<file path="config.mk">
export PLATFORM = sky130hd
export DESIGN_NAME = tdp18k_preload_ctl
export DESIGN_NICKNAME = d
export VERILOG_FILES = /design/src/rtl/tdp18k_preload_ctl.sv
export SDC_FILE = /design/constraint.sdc
export NUM_CORES = 1
export LEC_CHECK = 0
export ABC_AREA = 0
export CORE_ASPECT_RATIO = 1.2
export CORE_UTILIZATION = 55
export DETAILED_ROUTE_END_ITERATION = 8
export PLACE_DENSITY = 0.82
export SLEW_MARGIN = 10
export SYNTH_ARGS = -nofsm -noshare
export SYNTH_HDL_FRONTEND = slang
export SYNTH_SLANG_ARGS = --single-unit
</file>
<file path="constraint.sdc">
create_clock -name CLK_i -period 11.1 [get_ports CLK_i]
set_input_delay 1.665 -clock CLK_i [delete_from_list [all_inputs] [get_ports CLK_i]]
set_output_delay 1.665 -clock CLK_i [all_outputs]
set_load 0.01 [all_outputs]
</file>
<file path="src/rtl/tdp18k_preload_ctl.sv">
// tdp18k_preload_ctl
// Preload sequencer for the TDP18K_FIFO preload port (1024 x 18).
// It takes a load command and a stream of 18-bit words, writes the words
// through the PL_* port, and in verify mode reads the range back and compares
// a rotate-xor checksum of the readback against the write-side checksum.
module tdp18k_preload_ctl (
   input  logic        CLK_i,
   input  logic        RST_i,
   input  logic        CMD_VALID_i,
   output logic        CMD_READY_o,
   input  logic [19:0] CMD_RAM_ID_i,
   input  logic        CMD_BCAST_i,
   input  logic [9:0]  CMD_BASE_i,
   input  logic [10:0] CMD_LEN_i,
   input  logic        CMD_VERIFY_i,
   input  logic        DIN_VALID_i,
   output logic        DIN_READY_o,
   input  logic [17:0] DIN_DATA_i,
   output logic        PL_INIT_o,
   output logic        PL_ENA_o,
   output logic        PL_WEN_o,
   output logic        PL_REN_o,
   output logic [31:0] PL_ADDR_o,
   output logic [17:0] PL_DATA_IN_o,
   input  logic [17:0] PL_DATA_OUT_i,
   output logic        BUSY_o,
   output logic        DONE_o,
   output logic        ERR_o,
   output logic [17:0] CSUM_o
);

   typedef enum logic [2:0] {
      S_IDLE  = 3'd0,
      S_WRITE = 3'd1,
      S_READ  = 3'd2,
      S_DRAIN = 3'd3,
      S_CHECK = 3'd4,
      S_FIN   = 3'd5
   } state_t;

   // Order-sensitive checksum step: rotate left by one, then fold in the word.
   function automatic logic [17:0] csum_step(input logic [17:0] c, input logic [17:0] w);
      csum_step = {c[16:0], c[17]} ^ w;
   endfunction

   state_t      r_state;
   state_t      w_next;

   // Latched command fields
   logic [19:0] r_ram_id;
   logic        r_bcast;
   logic        r_vfy;
   logic [9:0]  r_base;
   logic [10:0] r_len;

   // Word address and remaining-word counter, shared by write and read phases
   logic [9:0]  r_addr;
   logic [10:0] r_cnt;

   // Registered outputs
   logic        r_init;
   logic        r_ena;
   logic        r_wen;
   logic        r_ren;
   logic        r_ren_d1;
   logic [31:0] r_pl_addr;
   logic [17:0] r_pl_din;
   logic        r_busy;
   logic        r_done;
   logic        r_err;
   logic [17:0] r_csum;
   logic [17:0] r_rcsum;

   // Decoded handshake and helper signals
   logic        w_cmd_ready;
   logic        w_din_ready;
   logic        w_cmd_hs;
   logic        w_din_hs;
   logic        w_last_wr;
   logic        w_rd_issue;
   logic        w_ena_nxt;
   logic        w_bcast_nxt;
   logic [17:0] w_rcsum_nxt;

   assign w_cmd_ready = (r_state == S_IDLE);
   assign w_din_ready = (r_state == S_WRITE) && (r_cnt != 11'd0);
   assign w_cmd_hs    = w_cmd_ready && CMD_VALID_i;
   assign w_din_hs    = w_din_ready && DIN_VALID_i;
   assign w_last_wr   = w_din_hs && (r_cnt == 11'd1);
   assign w_rd_issue  = (r_state == S_READ);
   assign w_bcast_nxt = w_cmd_hs ? CMD_BCAST_i : r_bcast;

   // The final read word is captured on the same edge that leaves CHECK,
   // so the comparison uses the checksum including that capture.
   assign w_rcsum_nxt = r_ren_d1 ? csum_step(r_rcsum, PL_DATA_OUT_i) : r_rcsum;

   // State register
   always_ff @(posedge CLK_i or posedge RST_i) begin
      if (RST_i) begin
         r_state <= S_IDLE;
      end else begin
         r_state <= w_next;
      end
   end

   // Next-state decode
   always_comb begin
      w_next    = r_state;
      w_ena_nxt = 1'b0;
      case (r_state)
         S_IDLE: begin
            if (w_cmd_hs) begin
               w_next = (CMD_LEN_i == 11'd0) ? S_FIN : S_WRITE;
            end
         end
         S_WRITE: begin
            if (w_last_wr) begin
               w_next = r_vfy ? S_READ : S_DRAIN;
            end
         end
         S_READ: begin
            if (r_cnt <= 11'd1) begin
               w_next = S_DRAIN;
            end
         end
         S_DRAIN: begin
            w_next = r_vfy ? S_CHECK : S_FIN;
         end
         S_CHECK: begin
            w_next = S_FIN;
         end
         S_FIN: begin
            w_next = S_IDLE;
         end
         default: begin
            w_next = S_IDLE;
         end
      endcase
      w_ena_nxt = (w_next == S_WRITE) || (w_next == S_READ) ||
                  (w_next == S_DRAIN) || (w_next == S_CHECK);
   end

   // Command latch plus address and word counters
   always_ff @(posedge CLK_i or posedge RST_i) begin
      if (RST_i) begin
         r_ram_id <= 20'd0;
         r_bcast  <= 1'b0;
         r_vfy    <= 1'b0;
         r_base   <= 10'd0;
         r_len    <= 11'd0;
         r_addr   <= 10'd0;
         r_cnt    <= 11'd0;
      end else if (w_cmd_hs) begin
         r_ram_id <= CMD_RAM_ID_i;
         r_bcast  <= CMD_BCAST_i;
         // Readback from several RAMs at once is undefined, so broadcast drops verify
         r_vfy    <= CMD_VERIFY_i & ~CMD_BCAST_i;
         r_base   <= CMD_BASE_i;
         r_len    <= CMD_LEN_i;
         r_addr   <= CMD_BASE_i;
         r_cnt    <= CMD_LEN_i;
      end else if (w_last_wr) begin
         // Rewind for the readback pass
         r_addr   <= r_base;
         r_cnt    <= r_len;
      end else if (w_din_hs || w_rd_issue) begin
         r_addr   <= r_addr + 10'd1;
         r_cnt    <= r_cnt - 11'd1;
      end
   end

   // Preload port strobes, address and write data
   always_ff @(posedge CLK_i or posedge RST_i) begin
      if (RST_i) begin
         r_ena     <= 1'b0;
         r_init    <= 1'b0;
         r_wen     <= 1'b0;
         r_ren     <= 1'b0;
         r_ren_d1  <= 1'b0;
         r_pl_addr <= 32'd0;
         r_pl_din  <= 18'd0;
      end else begin
         r_ena    <= w_ena_nxt;
         r_init   <= w_ena_nxt & w_bcast_nxt;
         r_wen    <= w_din_hs;
         r_ren    <= w_rd_issue;
         r_ren_d1 <= r_ren;
         if (w_din_hs) begin
            r_pl_addr <= {r_ram_id, 2'b00, r_addr};
            r_pl_din  <= DIN_DATA_i;
         end else if (w_rd_issue) begin
            r_pl_addr <= {r_ram_id, 2'b00, r_addr};
         end
      end
   end

   // Checksums, error flag and status
   always_ff @(posedge CLK_i or posedge RST_i) begin
      if (RST_i) begin
         r_csum  <= 18'd0;
         r_rcsum <= 18'd0;
         r_err   <= 1'b0;
         r_busy  <= 1'b0;
         r_done  <= 1'b0;
      end else begin
         r_busy <= (w_next != S_IDLE);
         r_done <= (r_state == S_FIN);
         if (w_cmd_hs) begin
            r_csum  <= 18'd0;
            r_rcsum <= 18'd0;
            r_err   <= 1'b0;
         end else begin
            if (w_din_hs) begin
               r_csum <= csum_step(r_csum, DIN_DATA_i);
            end
            r_rcsum <= w_rcsum_nxt;
            if ((r_state == S_CHECK) && (w_rcsum_nxt != r_csum)) begin
               r_err <= 1'b1;
            end
         end
      end
   end

   assign CMD_READY_o  = w_cmd_ready;
   assign DIN_READY_o  = w_din_ready;
   assign PL_INIT_o    = r_init;
   assign PL_ENA_o     = r_ena;
   assign PL_WEN_o     = r_wen;
   assign PL_REN_o     = r_ren;
   assign PL_ADDR_o    = r_pl_addr;
   assign PL_DATA_IN_o = r_pl_din;
   assign BUSY_o       = r_busy;
   assign DONE_o       = r_done;
   assign ERR_o        = r_err;
   assign CSUM_o       = r_csum;

endmodule

</file>
==> results of run 1 <==
-- state kept, by name, indices dropped and copies added, names as in the netlist, 3 cells and up --
signal,count
r_ram_id,20
r_state,3
r_len,11
r_rcsum,18
PL_ADDR_o,30
CSUM_o,18
r_base,10
PL_DATA_IN_o,18
r_cnt,11
r_addr,10
-- worst min-delay path by stage --
stage | start | end | slack (ps) | cells after the start
finish | PL_REN_o | r_ren_d1 | 400 | 0
global route | PL_REN_o | r_ren_d1 | 400 | 0
CTS | PL_REN_o | r_ren_d1 | 410 | 0
detailed placement | PL_REN_o | r_ren_d1 | 390 | 0
global placement | PL_REN_o | r_ren_d1 | 380 | 0
floorplan | PL_REN_o | r_ren_d1 | 420 | 0
-- metal layers --
metal,vias up,GRT usage
met5,-,0
met4,0,0.106
met3,48,0.0669
met2,240,0.454
met1,2886,0.330
li1,2728,-
-- final cells by class --
type / count / area [sq um]
fillers: 928 / 3500
clock buffers: 21 / 450
clock inverters: 11 / 158
repair buffers: 164 / 1620
flip-flops and latches: 159 / 3980
well taps: 168 / 210
multi-input cells: 513 / 3260
inverters: 13 / 53.8
-- through the flow --
step	util	cell area (sq um)
final	0.735	9730
after global routing	0.735	9730
after CTS	0.735	9730
after detailed placement	0.689	9130
after global placement	0.689	9130
after floorplan	-	7490
-- cell families (layout without fill, tap and decap cells) --
group | after synthesis | in the layout
compound gates | 82 | 82
xor+xnor | 81 | 81
fa+ha+maj | 4 | 4
buf+inv | 52 | 209
flops | 159 | 159
mux | 50 | 50
other cells | 1 | 2
simple gates | 294 | 294
-- layout by cell type, fill, tap and decap left out, drive strengths merged, types with 15 or more instances in the layout --
master,n
clkbuf,21
nand3,38
nand2,170
nor2,48
o21ai,33
inv,15
clkdlybuf4s50,157
xnor2,59
mux2,45
dfrtp,159
-- worst max-delay path, delay by kind of cell (launching register included) --
family,cells,cell delay [ps]
flip-flops,1,420
buffers and inverters,1,470
AND/OR/NAND/NOR,3,1260
-- where the power goes --
part           switching (mW)  internal [mW]
registers               0.214          0.810
clock network           0.238          0.363
logic                   0.396          0.515
==> reports/metrics.yaml, run 1 <==
critPathKind: "flop to primary output"
first_global_vias: 5968
rows: 46
tritoncts: "built"
ys.flop_type: "dfrtp_1"
slew-limit-headroom: 0.211
synthTopCellsByArea: "dfrtp_1, nand2_1, xnor2_1"
vias: 5902
cts.sink_count: 159
hold_violations: 0
final_nets: 955
crit_chain: "or4_4 -> nor4_1 -> and3b_1 -> clkdlybuf4s50_1"
synth_compound_area_frac: 0.0735
root_buffer: "clkbuf_16"
status: "finished clean"
yosysMostFrequentCell: "nand2_1"
yosysWarnings: 0
dieWidth_um: 109
rsz0062_at_grt: "no"
cts_resized: 0
start_util: 0.566
dpl.hpwl_mm: 12.2
clkLatencyLatePin_ps: 420
synth_top_cell_area_share: 0.531
cp_slowest_stage_delay_ps: 570
avgSynthCellArea_sq_um: 10.4
fin_tns_setup_ps: 0
synth_cell_types: 48
die_h_um: 130
ys_seq_area_frac: 0.531
worst-path-max-fanout: 4
cts_made_buffers: 17
total_power_mw: 2.54
leakagePower_nw: 4.34
synthMuxAreaShare: 0.0744
die_area_sq_mm: 0.0141
arrival_ps: 2580
async_flop_share: 1.00
layout-drive-gt1-share: 0.0999
grt_max_degree: 87
tightest_slew_ps: 1180
ir_drop_v: 0.000126
syn_area_sq_mm: 0.00749
crit_path_top_delay_cell: "or4_4"
cp-endpoint: "DIN_READY_o"
viasPerCell: 5.63
drt-initial-drc-count: 351
synthTopCellsByCount: "nand2_1, dfrtp_1, xnor2_1"
ios: 160
core_area_sq_mm: 0.0132
synth_top_area_cell: "dfrtp_1"
wl_met2_mm: 9.26
critPathLaunch: "r_cnt[7]"
routed-wl-met3_mm: 1.11
worstSetupEndpointType: "primary output"
dp_slack_ps: 7040
drc: 0
dr.pass1.iters: 5
synth_top_family_by_area: "simple AND/OR/NAND/NOR gates"
hold_ws_ps: 395
routed_wl_mm: 18.1
n_antenna_cell: 0
ant_nets: 0
antenna_found_initial: 0
clock_skew_ps: 8.28
fin_cells: 1049
drv_slew: 0
fin_crit_sh: 0.382
reg2reg_to: "PL_ADDR_o[19]"
drv_cap: 0
grt_pass1_wl_mm: 29.1
setup_violations: 0
cts_hold_buf: 0
htreeDepth: 4
clock_path_buffers: 2
synth-edff-count: 0
grt_overflow: 0
min_period_ps: 4240
path_clk_slew_ps: 60
port_buffers: 157
synth_adder_area_share: 0.00668
grtUsageTotal: 0.268
ys_ff_latch: 159
wl_met1_mm: 7.25
synthSimpleGateAreaFrac: 0.169
post_cts_buffers: 0
setup_slack_ps: 6860
reg2reg_from: "r_cnt[7]"
synthXorXnorAreaFrac: 0.109
gp_congestion: 0.852
min_path_type: "flop to flop"
critPathRequiredTime_ps: 9440
reg2reg_setup_slack_ps: 8010
routed.top_layer: "met4"
dp.cells: 1017
area_delta_synth_final_pct: 30.0
syn_inst: 723
powerDensity_mw_per_mm2: 261
wl_per_cell_um: 17.3
rr_worst_depth: 5
startpoint_type: "flop"
fmax_ghz: 0.236
Power figures use the tool's default switching activity.
==> inputs of run 2 (changes only) <==
Settings changed: CORE_UTILIZATION 55 to 51, PLACE_DENSITY 0.82 to 0.77.
Clock period 11.1 ns to 3.99 ns, I/O delays scaled along.
==> run 2 against run 1 <==
- first-iteration DRC count is 20% higher
- register-to-register slack got worse by 6900 ps
- sequential share of layout area down 0.33 points
- critical path type unchanged
- critical endpoint unchanged
==> reports/metrics.yaml, run 2 (synthesized netlist as in run 1, its figures left out) <==
die_h_um: 135
clock_path_buffers: 2
setup_slack_ps: 849
rows: 48
rsz0062_at_grt: "no"
path_clk_slew_ps: 60
dr.pass1.iters: 5
dieWidth_um: 113
gp_congestion: 0.910
n_antenna_cell: 0
leakagePower_nw: 4.38
layout-drive-gt1-share: 0.104
dp.cells: 1028
vias: 5840
cts.sink_count: 159
fill_cells: 1082
start_util: 0.522
setup_violations: 0
status: "finished clean"
drv_cap: 0
hold_ws_ps: 377
grtUsageTotal: 0.251
htreeDepth: 4
fin_crit_sh: 0.787
arrival_ps: 2540
port_buffers: 157
wl_per_cell_um: 17.2
ant_nets: 0
powerDensity_mw_per_mm2: 724
slew-limit-headroom: 0.346
dpl.hpwl_mm: 12.6
routed_wl_mm: 18.2
final_nets: 959
fmax_ghz: 0.318
worstSetupEndpointType: "primary output"
root_buffer: "clkbuf_16"
grt_overflow: 0
fin_tns_setup_ps: 0
critPathKind: "flop to primary output"
min_path_type: "flop to flop"
cts_resized: 0
largest_reg_flops: 30
tightest_slew_ps: 979
ios: 160
tritoncts: "built"
grt_max_degree: 65
dp_slack_ps: 1120
clock_skew_ps: 18.3
drc: 0
die_area_sq_mm: 0.0152
layout_common_cells: "nand2_1, dfrtp_1, clkdlybuf4s50_1"
area_delta_synth_final_pct: 31.1
fin_cells: 1060
cts_made_buffers: 17
final_common_cell: "nand2_1"
hold_violations: 0
critPathRequiredTime_ps: 3390
post_cts_buffers: 0
viasPerCell: 5.51
core_area_sq_mm: 0.0144
startpoint_type: "flop"
cts_hold_buf: 0
antenna_found_initial: 0
clkLatencyLatePin_ps: 430
first_global_vias: 5781
drv_slew: 0
min_period_ps: 3140
drt-initial-drc-count: 421
worst-path-max-fanout: 6
grt_pass1_wl_mm: 29.4
total_power_mw: 7.11
ir_drop_v: 0.000411
## run 2: final cells by class
class | count | area (sq um) | share of cell area
well taps | 175 | 219 | 0.0223
flip-flops and latches | 159 | 3980 | 0.405
clock buffers | 22 | 464 | 0.0473
inverters | 13 | 52.6 | 0.00536
clock inverters | 10 | 160 | 0.0163
multi-input cells | 513 | 3260 | 0.332
repair buffers | 168 | 1680 | 0.171
## run 2: per-layer routing
metal  up-vias  routed length (um)  track usage
met5         -                   0            0
met4         0                 296       0.0904
met3        25                1090       0.0521
met2       222                9400        0.437
met1      2862                7460        0.309
li1       2731                   -            -
## run 2: worst paths after layout
path	cells after the start	to	start	slack, ps
worst min register to register	0	r_ren_d1	PL_REN_o	380
min in group asynchronous	2	PL_DATA_IN_o[17]	RST_i	730
worst max register to register	6	PL_ADDR_o[26]	r_cnt[5]	1090
worst min-delay path	0	r_ren_d1	PL_REN_o	380
worst max-delay path	4	DIN_READY_o	r_cnt[5]	850
max in group asynchronous	3	r_ram_id[3]	RST_i	2450
## run 2: critical path, cell delays in order, from the launching register on
cell and delay (ps):
dfrtp_1 450, or4_4 520, nor4_1 410, and3b_1 250, clkdlybuf4s50_1 480
## run 2: report_power, final
part           switching [mW]  total [mW]  internal, mW
clock network           0.643        1.72          1.08
registers               0.593        2.85          2.25
logic                    1.10        2.54          1.44
## run 2: through the flow
stage	instance area, sq um	util
finish	9810	0.684
global route	9810	0.684
CTS	9810	0.684
detailed placement	9190	0.640
global placement	9190	0.640
floorplan	7490	-
==> inputs of run 3 (changes only) <==
Clock period 3.99 ns to 3 ns, I/O delays scaled along.
==> run 3 against run 2 <==
- clock power increased by 34%
- global-route usage about the same
- clock skew decreased by 13 ps
- flip-flop and latch count unchanged
- critical endpoint unchanged
==> reports/metrics.yaml, run 3 (synthesized netlist as in run 1, its figures left out) <==
area_delta_synth_final_pct: 31.8
slew-limit-headroom: 0.646
design_area_sq_mm: 0.00987
antenna_found_initial: 0
status: "finished clean"
port_buffers: 157
clock_path_buffers: 2
fin_crit_sh: 0.952
setup_violations: 0
dpl.hpwl_mm: 12.2
min_period_ps: 2860
largest_reg_flops: 30
cts_made_buffers: 17
dieWidth_um: 113
fin_tns_setup_ps: 0
core_area_sq_mm: 0.0144
tritoncts: "built"
drv_slew: 0
worstSetupEndpointType: "primary output"
dr.pass1.iters: 6
first_global_vias: 5951
htreeDepth: 4
min_path_type: "flop to flop"
hold_violations: 0
drt-initial-drc-count: 359
grt_max_degree: 92
rows: 48
final_common_cell: "nand2_1"
cp_slowest_stage_delay_ps: 570
path_clk_slew_ps: 60
vias: 5861
ant_nets: 0
viasPerCell: 5.52
crit_path_top_delay_cell: "or4_4"
clock_skew_ps: 4.81
die_h_um: 135
tightest_slew_ps: 530
gp_congestion: 0.884
root_buffer: "clkbuf_16"
clkLatencyLatePin_ps: 420
dpl_cell_area_sq_mm: 0.00922
reg2reg_setup_slack_ps: 290
wl_per_cell_um: 16.8
routed_wl_mm: 17.9
start_util: 0.522
leakagePower_nw: 4.40
crit_chain: "or4_4 -> nor4_4 -> and3b_1 -> clkdlybuf4s50_1"
grt_overflow: 0
drc: 0
final_nets: 960
ir_drop_v: 0.000517
path_buf_inv: 1
arrival_ps: 2410
grt_pass1_wl_mm: 29.8
powerDensity_mw_per_mm2: 960
layout_common_cells: "nand2_1, dfrtp_1, clkdlybuf4s50_1"
die_area_sq_mm: 0.0152
worst-path-max-fanout: 4
critPathRequiredTime_ps: 2550
startpoint_type: "flop"
critPathKind: "flop to primary output"
fmax_ghz: 0.350
critical-path-top-delay-family: "simple AND/OR/NAND/NOR gates"
n_antenna_cell: 0
drv_cap: 0
layout-drive-gt1-share: 0.107
grtUsageTotal: 0.251
ios: 160
cts.sink_count: 159
fill_cells: 1088
rsz0062_at_grt: "no"
run 3: stage by stage:
stage | instances | hold slack [ps] | power, mW | utilization | setup WS (ps)
after floorplan | 724 | 416 | 5.66 | - | 535
after global placement | 1029 | 405 | 7.01 | 0.642 | 345
after detailed placement | 1029 | 410 | 7.17 | 0.642 | 283
after CTS | 1061 | 421 | 9.53 | 0.687 | 60.0
after global routing | 1061 | 427 | 10.0 | 0.688 | 36.2
final | 1061 | 407 | 9.47 | 0.688 | 143
run 3: worst reg2reg max path: stages (launching register included):
cell and delay (ps):
dfrtp_1 430, or4_1 610, or2_4 280, or3_1 590, buf_4 330, a211o_1 330, nand3_2 70
run 3: layout make-up:
class,instances,area (sq um),area share
timing repair buffer,169,1710,0.173
clock buffer,22,474,0.0480
sequential,159,3980,0.403
tap,175,219,0.0222
clock inverter,10,159,0.0161
inverter,13,52.6,0.00532
multi-input combinational,513,3270,0.332
run 3: repair_timing:
action	CTS	global route
hold buffers	0	0
hold endpoints to repair	0	0
setup buffers	0	0
endpoints found under the setup margin	1	1
gates resized for setup	1	1
run 3: power breakdown:
group          total, mW  switching (mW)  internal, mW
Clock               2.30           0.847          1.46
Combinational       3.40            1.47          1.93
Sequential          3.77           0.775          3.00
Total               9.47            3.09          6.38
run 3: final timing paths:
kind                       startpoint       endpoint  cells past startpoint
max in group asynchronous       RST_i      r_len[10]                      3
max reg2reg                  r_cnt[2]      r_addr[0]                      6
min reg2reg                  PL_REN_o       r_ren_d1                      0
min                          PL_REN_o       r_ren_d1                      0
max                          r_cnt[7]    DIN_READY_o                      4
min in group asynchronous       RST_i  PL_ADDR_o[23]                      3
run 3: per-layer routing:
layer / GRT usage / part of all wire / routed length [um] / vias up
li1: - / - / - / 2733
met1: 0.312 / 0.42 / 7480 / 2870
met2: 0.422 / 0.50 / 8920 / 228
met3: 0.0624 / 0.060 / 1060 / 30
met4: 0.101 / 0.023 / 403 / 0
met5: 0 / 0 / 0 / -
